**config.mk**
```make
export PLATFORM = sky130hd
export DESIGN_NAME = div_unit
export DESIGN_NICKNAME = d
export VERILOG_FILES = /design/src/rtl/div_unit_pkg.sv /design/src/rtl/div_step.sv /design/src/rtl/div_unit.sv
export SDC_FILE = /design/constraint.sdc
export NUM_CORES = 1
export LEC_CHECK = 0
export ABC_AREA = 1
export BUFFER_PORTS_ARGS = -buffer_cell sky130_fd_sc_hd__buf_2
export CAP_MARGIN = 20
export CORE_ASPECT_RATIO = 1.2
export CORE_UTILIZATION = 50
export DETAILED_ROUTE_END_ITERATION = 8
export PLACE_DENSITY_LB_ADDON = 0.25
export SYNTH_ARGS = -nofsm -noshare
export SYNTH_HDL_FRONTEND = slang
export SYNTH_HIERARCHICAL = 1
export SYNTH_SLANG_ARGS = --single-unit
export TNS_END_PERCENT = 5
```
**constraint.sdc**
```tcl
create_clock -name clk -period 5.1 [get_ports clk]
set_clock_uncertainty 0.05 [all_clocks]
set_input_delay 0.765 -clock clk [delete_from_list [all_inputs] [get_ports clk]]
set_output_delay 0.765 -clock clk [all_outputs]
set_load 0.005 [all_outputs]
```
**src/rtl/div_unit_pkg.sv**
```systemverilog
// Shared constants for the EX-stage divider: FSM state encodings and the
// decoder opcodes that launch DIV/DIVU.
package div_unit_pkg;

    localparam logic [1:0] DIV_IDLE = 2'd0;
    localparam logic [1:0] DIV_BUSY = 2'd1;
    localparam logic [1:0] DIV_ZERO = 2'd2;
    localparam logic [1:0] DIV_DONE = 2'd3;

    // Decoder ALU-op codes; EXE_DIV_OP drives start with signed_div = 1.
    localparam logic [7:0] EXE_DIV_OP  = 8'b0001_1010;
    localparam logic [7:0] EXE_DIVU_OP = 8'b0001_1011;

endpackage

```
**src/rtl/div_step.sv**
```systemverilog
// One combinational radix-2 restoring iteration: shift in a dividend bit,
// try to subtract the divisor magnitude, keep the difference if no borrow.
module div_step #(
    parameter int WIDTH = 32
) (
    input  logic [WIDTH-1:0] rem_i,
    input  logic             bit_i,
    input  logic [WIDTH-1:0] dvs_i,
    output logic [WIDTH-1:0] rem_o,
    output logic             q_o
);

    logic [WIDTH:0]   shifted;
    logic [WIDTH+1:0] diff;
    logic             unused_hi;

    assign shifted = {rem_i, bit_i};
    assign diff    = {1'b0, shifted} - {2'b00, dvs_i};
    assign q_o     = ~diff[WIDTH+1];

    // A kept value is always below the divisor, so the top bits are zero.
    assign rem_o     = q_o ? diff[WIDTH-1:0] : shifted[WIDTH-1:0];
    assign unused_hi = ^{diff[WIDTH], shifted[WIDTH]};

endmodule

```
**src/rtl/div_unit.sv**
```systemverilog
// Multi-cycle DIV/DIVU unit, one quotient bit per clock.
// Optional macro DIV_SHORTCUT_EN: finish at once when |opa| < |opb|.
module div_unit
    import div_unit_pkg::*;
#(
    parameter int WIDTH      = 32,
    parameter int ITER_CNT_W = 6
) (
    input  logic               clk,
    input  logic               rst,
    input  logic               start,
    input  logic               signed_div,
    input  logic [WIDTH-1:0]   opa,
    input  logic [WIDTH-1:0]   opb,
    input  logic               annul,
    output logic               busy,
    output logic               ready,
    output logic [2*WIDTH-1:0] result,
    output logic [1:0]         dbg_state_o
);

    // Handshake: start is accepted only in IDLE with annul low; busy stays
    // high from the cycle after acceptance through the ready cycle; ready is
    // a single-cycle pulse, suppressed by annul in that same cycle.

    logic [1:0]            state_q, state_d;
    logic [ITER_CNT_W-1:0] cnt_q, cnt_d;
    logic [WIDTH-1:0]      rem_q, rem_d;
    logic [WIDTH-1:0]      quo_q, quo_d;
    logic [WIDTH-1:0]      dvs_q, dvs_d;
    logic                  negq_q, negq_d;
    logic                  negr_q, negr_d;
    logic [2*WIDTH-1:0]    fin_q, fin_d;
    logic [2*WIDTH-1:0]    res_q, res_d;

    logic [WIDTH-1:0]      abs_a, abs_b;
    logic [WIDTH-1:0]      step_rem, step_quo;
    logic                  step_bit;

    function automatic logic [WIDTH-1:0] mag(input logic [WIDTH-1:0] x, input logic sgn);
        return (sgn && x[WIDTH-1]) ? -x : x;
    endfunction

    assign abs_a = mag(opa, signed_div);
    assign abs_b = mag(opb, signed_div);

    // quo_q doubles as the dividend shift register; quotient bits enter at the LSB.
    div_step #(.WIDTH(WIDTH)) u_step (
        .rem_i (rem_q),
        .bit_i (quo_q[WIDTH-1]),
        .dvs_i (dvs_q),
        .rem_o (step_rem),
        .q_o   (step_bit)
    );

    assign step_quo = {quo_q[WIDTH-2:0], step_bit};

    always_comb begin
        state_d = state_q;
        cnt_d   = cnt_q;
        rem_d   = rem_q;
        quo_d   = quo_q;
        dvs_d   = dvs_q;
        negq_d  = negq_q;
        negr_d  = negr_q;
        fin_d   = fin_q;
        res_d   = res_q;

        case (state_q)
            DIV_IDLE: begin
                if (start && !annul) begin
                    negq_d = signed_div & (opa[WIDTH-1] ^ opb[WIDTH-1]);
                    negr_d = signed_div & opa[WIDTH-1];
                    dvs_d  = abs_b;
                    quo_d  = abs_a;
                    rem_d  = '0;
                    cnt_d  = '0;
                    if (opb == '0) begin
                        state_d = DIV_ZERO;
                    end else begin
                        state_d = DIV_BUSY;
`ifdef DIV_SHORTCUT_EN
                        if (abs_a < abs_b) begin
                            state_d = DIV_DONE;
                            fin_d   = {opa, {WIDTH{1'b0}}};
                        end
`endif
                    end
                end
            end
            DIV_BUSY: begin
                if (annul) begin
                    state_d = DIV_IDLE;
                end else begin
                    rem_d = step_rem;
                    quo_d = step_quo;
                    cnt_d = cnt_q + ITER_CNT_W'(1);
                    if (cnt_q == ITER_CNT_W'(WIDTH - 1)) begin
                        state_d = DIV_DONE;
                        fin_d   = {(negr_q ? -step_rem : step_rem),
                                   (negq_q ? -step_quo : step_quo)};
                    end
                end
            end
            DIV_ZERO: begin
                // Two cycles here keep divide-by-zero completion at E2.
                if (annul) begin
                    state_d = DIV_IDLE;
                end else begin
                    cnt_d = cnt_q + ITER_CNT_W'(1);
                    if (cnt_q == ITER_CNT_W'(1)) begin
                        state_d = DIV_DONE;
                        fin_d   = '0;
                    end
                end
            end
            default: begin
                state_d = DIV_IDLE;
                if (!annul) begin
                    res_d = fin_q;
                end
            end
        endcase
    end

    always_ff @(posedge clk) begin
        if (rst) begin
            state_q <= DIV_IDLE;
            cnt_q   <= '0;
            rem_q   <= '0;
            quo_q   <= '0;
            dvs_q   <= '0;
            negq_q  <= 1'b0;
            negr_q  <= 1'b0;
            fin_q   <= '0;
            res_q   <= '0;
        end else begin
            state_q <= state_d;
            cnt_q   <= cnt_d;
            rem_q   <= rem_d;
            quo_q   <= quo_d;
            dvs_q   <= dvs_d;
            negq_q  <= negq_d;
            negr_q  <= negr_d;
            fin_q   <= fin_d;
            res_q   <= res_d;
        end
    end

    assign busy        = (state_q != DIV_IDLE);
    assign ready       = (state_q == DIV_DONE) && !annul;
    assign result      = ready ? fin_q : res_q;
    assign dbg_state_o = state_q;

endmodule

```
==> run_results.csv <==
group,metric,value,unit
pwr,p_int,3.87,mW
cts,cts_root_buffer,"clkbuf_16",
floorplan,top_level_ports,137,
global_route,grt_pass1_wl,74900,um
sta,tightest_slew,984,ps
pwr,leakage,8.78,nW
placed_design,gp_congestion,0.953,
status,outcome,"finished clean",
sta,final_max_slew_viol_count,0,
worst_setup_path,r2r-end,"fin_q[60]",
synth,yosys_warnings,6,
pwr,power_frac_comb,0.339,
drt,post_drt_via_cell_ratio,5.31,
sta,finalCriticalPeriod,3910,ps
worst_setup_path,criticalPathCategory,"register to register",
hold_path,hp-class,"register to register",
worst_setup_path,regToRegStartpoint,"dvs_q[8]",
pwr,clkPwrFrac,0.325,
worst_setup_path,cp_num_cells,26,
synth,synth_top_family_by_area,"simple AND/OR/NAND/NOR gates",
floorplan,fp.dieArea,0.0319,mm2
synth,yosysSeqAreaShare,0.300,
synth,synth_mux_area_frac,0,
global_route,grt_pass1_vias,14787,
floorplan,coreArea,0.0306,mm2
pwr,p_sw,2.43,mW
global_route,gr-total-overflow,0,
sta,relSlewSlack,0.343,
worst_setup_path,worst-endpoint-required,5530,ps
floorplan,core.rowCount,70,
layout,final_cells,3028,
synth,yosys.cell_types.count,52,
cts,cts.repair.resized,0,
drt,vias,16069,
sta,hold_violations,0,
synth,synth_edf_count,0,
worst_setup_path,crit_family,"simple AND/OR/NAND/NOR gates",
sta,setup_viol_count_final,0,
job,maxCapViolations,0,
synth,synth-main-ff-cell,"dfxtp_1",
pwr,p_seq_frac,0.337,
synth,synthXorXnorAreaFrac,0.0326,
pwr,pwr_density_cell,364,mW/mm2
pwr,switching_share,0.385,
placed_design,place_inst,2980,
pwr,irDropWorstVdd,0.398,mV
layout,fillCellCount,3157,
sta,grt_setup_unrepaired,"no",
floorplan,start_util,0.510,
worst_setup_path,reg2regPathDepth,26,
synth,synth.avg_cell_area,6.15,um2
layout,layout.nets,2724,
cts,cts-buffers-inserted,26,
sta,fmax,256,MHz
worst_setup_path,rrSetupSlack,1190,ps
drt,drc,0,
placed_design,io_buffers,136,
global_route,grt_usage,0.289,
synth,synth_seq_cells,234,
worst_setup_path,critPathBufInv,5,
global_route,grt_max_degree,84,
worst_setup_path,critPathCapture,"fin_q[60]",
synth,yosys.area_share.simple,0.372,
drt,finalWirelength,46100,um
synth,syn-cell-area,0.0156,mm2
worst_setup_path,cp-start-kind,"register",
synth,syn-num-nets,2648,
cts,clk_pin_slew,60,ps
drt,drtIter0Drc,1445,
worst_setup_path,cp-end-kind,"register",
sta,setup-tns-final,0,ps
cts,cts-htree-levels,1,
drt,detail_route.wl_per_cell,15.2,um
cts,cts_setup_buffers,0,
sta,timing.final.crit_share,0.767,
synth,synthCells,2536,
worst_setup_path,cp_slowest_cell,"nand2_4",
drt,drtAntennaViolNets,0,
worst_setup_path,critPathMaxStageDelay,370,ps
placed_design,detailed_place_hpwl,34200,um
synth,synth_compound_area_frac,0.144,
cts,cts_max_path_buffers,3,
layout,drive_gt1_frac,0.0996,
floorplan,fp.dieH,195,um
cts,cts.sinks,234,
global_route,antenna_found_initial,0,
cts,postCtsHoldBufs,0,
worst_setup_path,crit_path_frequent_cell,"nand2_1",
floorplan,die_x,163,um
cts,cts_tree,"yes",
worst_setup_path,crit_start,"dvs_q[8]",
layout,area_growth,11.1,%
synth,synth_fa_ha_area_frac,0.0350,
synth,async_flop_share,0,
drt,drtPass1Iterations,5,
cts,clk_latency,570,ps
worst_setup_path,crit_fanout,32,
worst_setup_path,arrival,4340,ps
cell type report:
cell class                 instances  area [um2]  area share
tap                              396         495      0.0286
clock inverter                    12         201      0.0116
inverter                         342        1290      0.0743
antenna                            1        2.50    0.000144
timing repair buffer             151         812      0.0469
multi-input combinational       1857        9110       0.526
clock buffer                      35         724      0.0418
sequential                       234        4680       0.270
power groups by stage:
stage               logic (mW)  clock network [mW]  registers [mW]
finish                    2.13                2.04            2.12
detailed placement        2.10                   0            2.15
global route              2.40                2.16            2.14
floorplan                 1.61                   0            2.09
CTS                       2.11                2.09            2.11
global placement          2.09                   0            2.15
per-layer routing:
metal | track usage | wire (um)
met3 | 0.0380 | 3020
met2 | 0.449 | 20000
met4 | 0.0703 | 852
met1 | 0.416 | 22200
met5 | 0 | 0
Yosys cell counts (2+ instances only):
cell | count | area (um2)
nand2_1 | 674 | 2530
nor2_1 | 259 | 972
nand3b_1 | 9 | 67.6
xnor2_1 | 14 | 123
dfxtp_1 | 234 | 4680
nor2_4 | 3 | 33.8
inv_1 | 333 | 1250
nand3_1 | 229 | 1150
o21bai_1 | 7 | 52.6
nand3_2 | 13 | 130
nand2_2 | 8 | 50.1
ha_1 | 42 | 526
nor3_1 | 10 | 50.1
a31oi_1 | 3 | 18.8
a211oi_1 | 2 | 15.0
or2_1 | 3 | 18.8
inv_2 | 7 | 26.3
nor2_2 | 7 | 43.8
o211ai_1 | 16 | 120
buf_2 | 29 | 145
nand2_4 | 2 | 22.5
or2_2 | 18 | 113
buf_6 | 4 | 45.0
o21ai_1 | 17 | 85.1
clkbuf_1 | 52 | 195
xor2_1 | 44 | 385
nand4_1 | 30 | 188
buf_1 | 7 | 26.3
a21oi_1 | 221 | 1110
and2_1 | 11 | 68.8
o21ai_0 | 146 | 731
o21a_1 | 6 | 45.0
buf_4 | 9 | 67.6
or2_0 | 49 | 307
stage by stage:
stage | util | worst slack, ps | hold WS (ps) | power [mW] | area (um2)
floorplan | - | 2170 | 390 | 3.71 | 15600
global placement | 0.536 | 1380 | 400 | 4.23 | 16400
detailed placement | 0.536 | 1270 | 403 | 4.25 | 16400
CTS | 0.567 | 1230 | 412 | 6.31 | 17300
global route | 0.567 | 778 | 429 | 6.70 | 17300
finish | 0.567 | 1190 | 409 | 6.30 | 17300
worst min path at each step:
stage | start | to | slack, ps | depth (start not counted)
6_report | fin_q[34] | fin_q[34] | 410 | 2
5_1_grt | fin_q[56] | fin_q[56] | 430 | 2
4_1_cts | fin_q[33] | fin_q[33] | 410 | 2
3_5_place_dp | fin_q[25] | fin_q[25] | 400 | 2
3_3_place_gp | fin_q[25] | fin_q[25] | 400 | 2
2_1_floorplan | fin_q[0] | fin_q[0] | 390 | 2
layout by cell type (no fill, tap or decap), types with 9 or more instances in the layout:
cell       count
nand4_1       30
xor2_1        44
or2_0         49
o211ai_1      16
clkbuf_16     26
nand2_1      672
o21ai_1       17
buf_4         14
nand2_2       10
o21ai_0      146
a21oi_1      221
or2_2         18
nor2_1       259
nand3b_1       9
dfxtp_1      234
buf_2        135
nor3_1        10
inv_1        333
and2_1        11
nand3_1      229
xnor2_1       14
nand3_2       13
ha_1          41
cells by family (layout without fill, tap and decap cells):
kind of cell,Yosys count,after routing
other,0,1
AO/OA/AOI/OAI,426,426
flip-flops,234,234
buffers and inverters,445,540
AND/OR/NAND/NOR,1330,1330
adder cells (fa/ha/maj),43,43
XOR/XNOR,58,58
sequential cells by signal, indices dropped and copies added (netlist names):
name	count
res_q	64
dbg_state_o	2
dvs_q	32
cnt_q	6
fin_q	64
negr_q	1
negq_q	1
rem_q	32
quo_q	32
tightest hold or removal path: cells and delay by family (launching register included):
| kind | cells | cell delay, ps |
|---|---|---|
| DFF | 1 | 300 |
| AOI/OAI and AO/OA | 1 | 50 |
| and+or+nand+nor | 1 | 60 |
Note: power is estimated with default switching activity, not from simulation.
